<file path="config.mk">
export PLATFORM = sky130hd
export DESIGN_NAME = countdown_timer_8bit
export DESIGN_NICKNAME = d
export VERILOG_FILES = /design/src/rtl/countdown_timer_8bit_pkg.sv /design/src/rtl/countdown_timer_8bit.sv
export SDC_FILE = /design/constraint.sdc
export NUM_CORES = 1
export LEC_CHECK = 0
export ABC_AREA = 1
export ABC_CLOCK_PERIOD_IN_PS = 1800
export BUFFER_PORTS_ARGS = -buffer_cell sky130_fd_sc_hd__buf_2
export CORE_MARGIN = 5
export CORE_UTILIZATION = 36
export CTS_CLUSTER_DIAMETER = 100
export DETAILED_ROUTE_END_ITERATION = 6
export PLACE_DENSITY_LB_ADDON = 0.08
export SLEW_MARGIN = 15
export SYNTH_ARGS = -nofsm -noshare
export SYNTH_HDL_FRONTEND = slang
export SYNTH_SLANG_ARGS = --single-unit
</file>
<file path="constraint.sdc">
create_clock -name clk -period 1.8 [get_ports clk]
set_input_delay 0.09 -clock clk [delete_from_list [all_inputs] [get_ports clk]]
set_output_delay 0.09 -clock clk [all_outputs]
set_load 0.05 [all_outputs]
</file>
<file path="src/rtl/countdown_timer_8bit_pkg.sv">
// rtl/countdown_timer_8bit_pkg.sv - shared types and constants for the 8-bit countdown timer
package countdown_timer_8bit_pkg;

  localparam int DEFAULT_WIDTH = 8;

  typedef enum logic {
    ST_IDLE = 1'b0,
    ST_RUN  = 1'b1
  } timer_state_e;

endpackage

</file>
<file path="src/rtl/countdown_timer_8bit.sv">
// rtl/countdown_timer_8bit.sv - loadable down-counter with load handshake, auto-reload and expiry pulse
module countdown_timer_8bit
  import countdown_timer_8bit_pkg::*;
#(
  parameter int WIDTH = DEFAULT_WIDTH
) (
  input  logic             clk,
  input  logic             rst_n,
  input  logic             load_valid,
  input  logic [WIDTH-1:0] load_value,
  input  logic             auto_reload,
  output logic             load_ready,
  input  logic             enable,
  input  logic             abort,
  output logic [WIDTH-1:0] count,
  output logic             busy,
  output logic             expired,
  output logic [WIDTH-1:0] expire_cnt
);

  timer_state_e     state;
  logic [WIDTH-1:0] reload_reg;
  logic             mode;

  // Handshake flags come straight from the state register, never from load_valid.
  assign load_ready = (state == ST_IDLE);
  assign busy       = (state == ST_RUN);

  always_ff @(posedge clk or negedge rst_n) begin
    if (!rst_n) begin
      state      <= ST_IDLE;
      count      <= '0;
      reload_reg <= '0;
      mode       <= 1'b0;
      expired    <= 1'b0;
      expire_cnt <= '0;
    end else begin
      expired <= 1'b0;
      case (state)
        ST_IDLE: begin
          if (load_valid) begin
            count      <= load_value;
            reload_reg <= load_value;
            mode       <= auto_reload;
            expire_cnt <= '0;
            state      <= ST_RUN;
          end
        end
        ST_RUN: begin
          // Abort wins over a terminal event in the same cycle and freezes count.
          if (abort) begin
            state <= ST_IDLE;
          end else if (enable) begin
            if (count != '0) begin
              count <= count - 1'b1;
            end else begin
              expired <= 1'b1;
              if (expire_cnt != {WIDTH{1'b1}}) begin
                expire_cnt <= expire_cnt + 1'b1;
              end
              if (mode) begin
                count <= reload_reg;
              end else begin
                state <= ST_IDLE;
              end
            end
          end
        end
        default: state <= ST_IDLE;
      endcase
    end
  end

endmodule

</file>
* Word level (Yosys, flattened, before mapping)
Index checks and enable logic that the tools add are counted.
Storage, ports and cells: register bits 27, input port bits 14, word-level logic and storage cells 42
Operators by class: $add $sub $neg 2, bitwise operators 1, muxes and demuxes 22, reduce and logical (&&, ||, !) cells 4, eq/ne operators 7
Operators by type and width (number):
- $mux 8 | 10
- $pmux 8 s2 | 2
- $mux 1 | 9
- $add 8x1->8 const B | 1
- $ne 2x2->1 const B | 4
- $ne 8x8->1 const B | 1
- $reduce_bool 8->1 | 1
- $sub 8x1->8 const B | 1
- $reduce_and 5->1 | 1
- $reduce_and 4->1 | 1
- $ne 3x1->1 const B | 1
- $ne 2x1->1 const B | 1
- $pmux 1 s2 | 1
- $reduce_and 2->1 | 1
- $not 1->1 | 1

* Longest topological paths before layout
word-level depth 6, mapped depth 10, depth with buffers taken out 10

* Worst setup path before layout
OpenSTA, ideal clock, no wires.
kind register to register, from register count[0], to register expire_cnt[6], data required time 1726 ps, arrival time 1727 ps, setup slack -1 ps, clock period less this slack 1801 ps, setup time 74 ps, stages on the path, launching flop included 11, cell sequence dfrtp_1 -> inv_1 -> ha_1 -> nand2_1 -> nor2_4 -> inv_2 -> nand2_4 -> nand3_4 -> buf_6 -> nand2_1 -> o21ai_2
Between the ends: word-level cells in the longest chain between the ends 3
Ends and longest elaborated chain:
- start, declared | line countdown_timer_8bit.sv:15 | output logic [WIDTH-1:0] count,
- start signal, assigned | line countdown_timer_8bit.sv:42 | count <= load_value;
- start signal, assigned | line countdown_timer_8bit.sv:55 | count <= count - 1'b1;
- start signal, assigned | line countdown_timer_8bit.sv:62 | count <= reload_reg;
- $reduce_bool 8->1 | line countdown_timer_8bit.sv:54 | if (count != '0) begin
- $ne 2x2->1 (no source line)
- $reduce_and 5->1 (no source line)
- end signal, assigned | line countdown_timer_8bit.sv:59 | expire_cnt <= expire_cnt + 1'b1;
- end, declared | line countdown_timer_8bit.sv:18 | output logic [WIDTH-1:0] expire_cnt
Every way passes these cells. A chain may end at the register's enable or synchronous reset.

* Worst setup path in the final report
from register count[0], to register count[2]
Between the ends: word-level cells in the longest chain between the ends 5, elaborated cells on any way between the ends 8
Ends and longest elaborated chain:
- $sub 8x1->8 / $reduce_bool 8->1 (equally long branches) | line countdown_timer_8bit.sv:55, countdown_timer_8bit.sv:54
- $mux 8 | line countdown_timer_8bit.sv:54
- $mux 8 | line countdown_timer_8bit.sv:53 | end else if (enable) begin
- $mux 8 | line countdown_timer_8bit.sv:51 | if (abort) begin
- $pmux 8 s2 | line countdown_timer_8bit.sv:39 | case (state)
Several ways; a longest one is shown, not always the timed one. The select of a mux whose other input is x is not followed.

==> out/metrics.yaml <==
status: "finished clean"
grtUsageMet1_pct: 22.1
cts_root_buffer: "clkbuf_8"
drtAntennaViolNets: 0
clock.fmax_ghz: 0.610
antenna_found_initial: 0
cts_sinks: 27
synth_area_mm2: 0.00166
synth_warnings: 0
cts.reportedPaths.clkPinSlew_ns: 0.10
grt.met3_usage_pct: 3.47
worst-path-buf-inv: 2
hpwlAfterDp_um: 3060
fin_skew_ns: 0.00232
p_leak_nw: 1.02
use_met2_pct: 20.1
start_kind: "flip-flop"
synth.distinct_cells: 25
avgSynthCellArea_um2: 7.17
via_per_inst: 4.69
io_pins: 33
fin_nets: 290
die_w_um: 77.8
slowest_delay_ns: 0.44
worstPathMaxFanout: 7
synthCells: 231
setup_viol: 0
n_antenna_cell: 0
drc: 0
globalplace.congestion: 0.893
pre_cts_slack_ns: 0.122
drv_cap: 0
stdcell_count: 324
dp_cells: 318
min_delay_path_depth: 3
grt.busiest_layer: "met1"
cts_tree: "done"
drtIter0Drc: 65
dr.pass1.iters: 4
cp_top_family: "simple AND/OR/NAND/NOR gates"
drive_gt1_share_pct: 23.9
finalSetupTns_ns: 0
die-area_mm2: 0.00605
grt_use_total_pct: 14.3
post-route-period-util_pct: 91.0
finalCriticalPeriod_ns: 1.64
coreArea_mm2: 0.00441
initial_utilization_pct: 37.5
peakVddDrop_mv: 0.530
crit_cells: 9
rr_worst_depth: 9
numCtsBuffers: 3
grt_max_degree: 28
relSlewSlack_pct: 58.8
wl_per_cell_um: 12.6
syn_nets: 248
area_growth_pct: 20.6
critPathArrivalTime_ns: 1.81
num_rows: 24
port_buffers: 32
slowest_stage: "dfrtp_2"
crit_path_end_kind: "flip-flop"
p_total_mw: 2.41
hp-class: "input pin to flip-flop"
crit_type: "flip-flop to flip-flop"
rsz0062_at_grt: "no"
grt_pass1_wl_um: 7210
worst_hold_slack_ns: 0.0307
seq_area_frac_synth_pct: 40.8
die_h_um: 77.8
num_vias: 1518
cts_setup_buffers: 0
ys_ff_latch: 27
tightest_slew_ns: 0.617
setup_slack_ns: 0.161
hold_viol: 0
crit_required_ns: 1.98
ctsHtreeMaxLevel: 1
grt_pass1_vias: 1484
routed_wl_um: 4090
cp_common_cell: "nand2_1"
crit_chain: "inv_1 > ha_1 > nand2_1 > nor2_4 > inv_2 > o21ai_1 > nand3_1 > nand2_1 > nand2_1"
clockBufferDepth: 2
powerDensity_mw_per_mm2: 1210
slew_viol_final: 0
fillers: 462
clk_latency_ns: 0.28
overflow: 0
[final cells by class]
class	instances	area, um2	area share, %
repair buffers	43	245	12.3
inverters	31	116	5.83
flip-flops and latches	27	677	33.9
clock inverters	1	7.51	0.376
well taps	52	65.1	3.26
multi-input cells	167	843	42.3
clock buffers	3	41.3	2.07
[logic make-up after synthesis]
kind of cell	Yosys count	share of synthesized area [%]
adders and majority gates	3	2.27
AOI/OAI and AO/OA	41	14.8
buffers and inverters	38	9.75
and+or+nand+nor	122	32.4
DFF	27	40.8
[routing by layer]
metal  part of all wire, %  vias up
met5                     0        -
li1                      -      817
met1                    54      654
met3                   5.5        4
met2                    40       43
met4                  0.76        0
[path summary, 6_finish.rpt]
| path | startpoint | slack, ns | end |
|---|---|---|---|
| worst max-delay path | count[0]$_DFFE_PN0P_ | 0.16 | count[2]$_DFFE_PN0P_ |
| worst min-delay path | auto_reload | 0.03 | mode$_DFFE_PN0P_ |
| worst max register to register | count[0]$_DFFE_PN0P_ | 0.16 | count[2]$_DFFE_PN0P_ |
| worst min register to register | reload_reg[7]$_DFFE_PN0P_ | 0.49 | reload_reg[7]$_DFFE_PN0P_ |
| max in group asynchronous | rst_n | 1.02 | count[0]$_DFFE_PN0P_ |
| min in group asynchronous | rst_n | 0.35 | expire_cnt[7]$_DFFE_PN0P_ |
[cell usage after synthesis, drive strengths merged]
| cell type | n | area share (%) |
|---|---|---|
| o211ai | 3 | 1.4 |
| nand4 | 1 | 0.38 |
| dfrtp | 27 | 41 |
| nor3 | 1 | 0.30 |
| nand3b | 3 | 1.4 |
| a21oi | 17 | 5.1 |
| o21bai | 1 | 0.45 |
| clkbuf | 2 | 0.45 |
| o21ai | 20 | 7.9 |
| nand2 | 70 | 17 |
| nor2 | 27 | 6.7 |
| ha | 3 | 2.3 |
| or2 | 2 | 0.76 |
| nand3 | 18 | 6.2 |
| inv | 31 | 7.0 |
| buf | 5 | 2.3 |
[stage by stage]
stage / util [%] / instance area (um2)
3_3_place_gp: 43.3 / 1910
6_report: 45.2 / 2000
3_5_place_dp: 43.3 / 1910
4_1_cts: 44.6 / 1970
2_1_floorplan: - / 1660
5_1_grt: 45.2 / 2000
[cell usage in the layout, fill, tap and decap left out, types with 2 or more instances in the layout]
master    instances
nand3b_1          3
ha_1              3
buf_2            32
nand2_2           2
buf_4            10
nand2_1          67
dfrtp_1          26
o21ai_1           2
o21ai_2           7
nor2_1           25
inv_1            30
clkbuf_8          3
o21ai_0          10
or2_2             2
a21oi_1          17
nand3_4           2
o211ai_1          3
nand3_1          17
[repair_timing]
action,CTS,global route
endpoints found under the hold margin,27,0
resized for setup,0,3
hold buffers,1,0
endpoints found under the setup margin,0,7
[power by group]
| group | total [mW] | internal (mW) | switching (mW) | leakage [nW] |
|---|---|---|---|---|
| clock | 0.360 | 0.158 | 0.203 | 0.0217 |
| combinational | 1.19 | 0.349 | 0.837 | 0.660 |
| sequential | 0.865 | 0.742 | 0.123 | 0.336 |
| total | 2.41 | 1.25 | 1.16 | 1.02 |
[worst register-to-register path: cells and delay by family (launching register included)]
family	cells	cell delay (ns)
fa+ha+maj	1	0.19
flops	1	0.44
buf+inv	2	0.23
compound gates	1	0.16
simple gates	5	0.53
No activity file was read; power rests on OpenSTA's default activity.
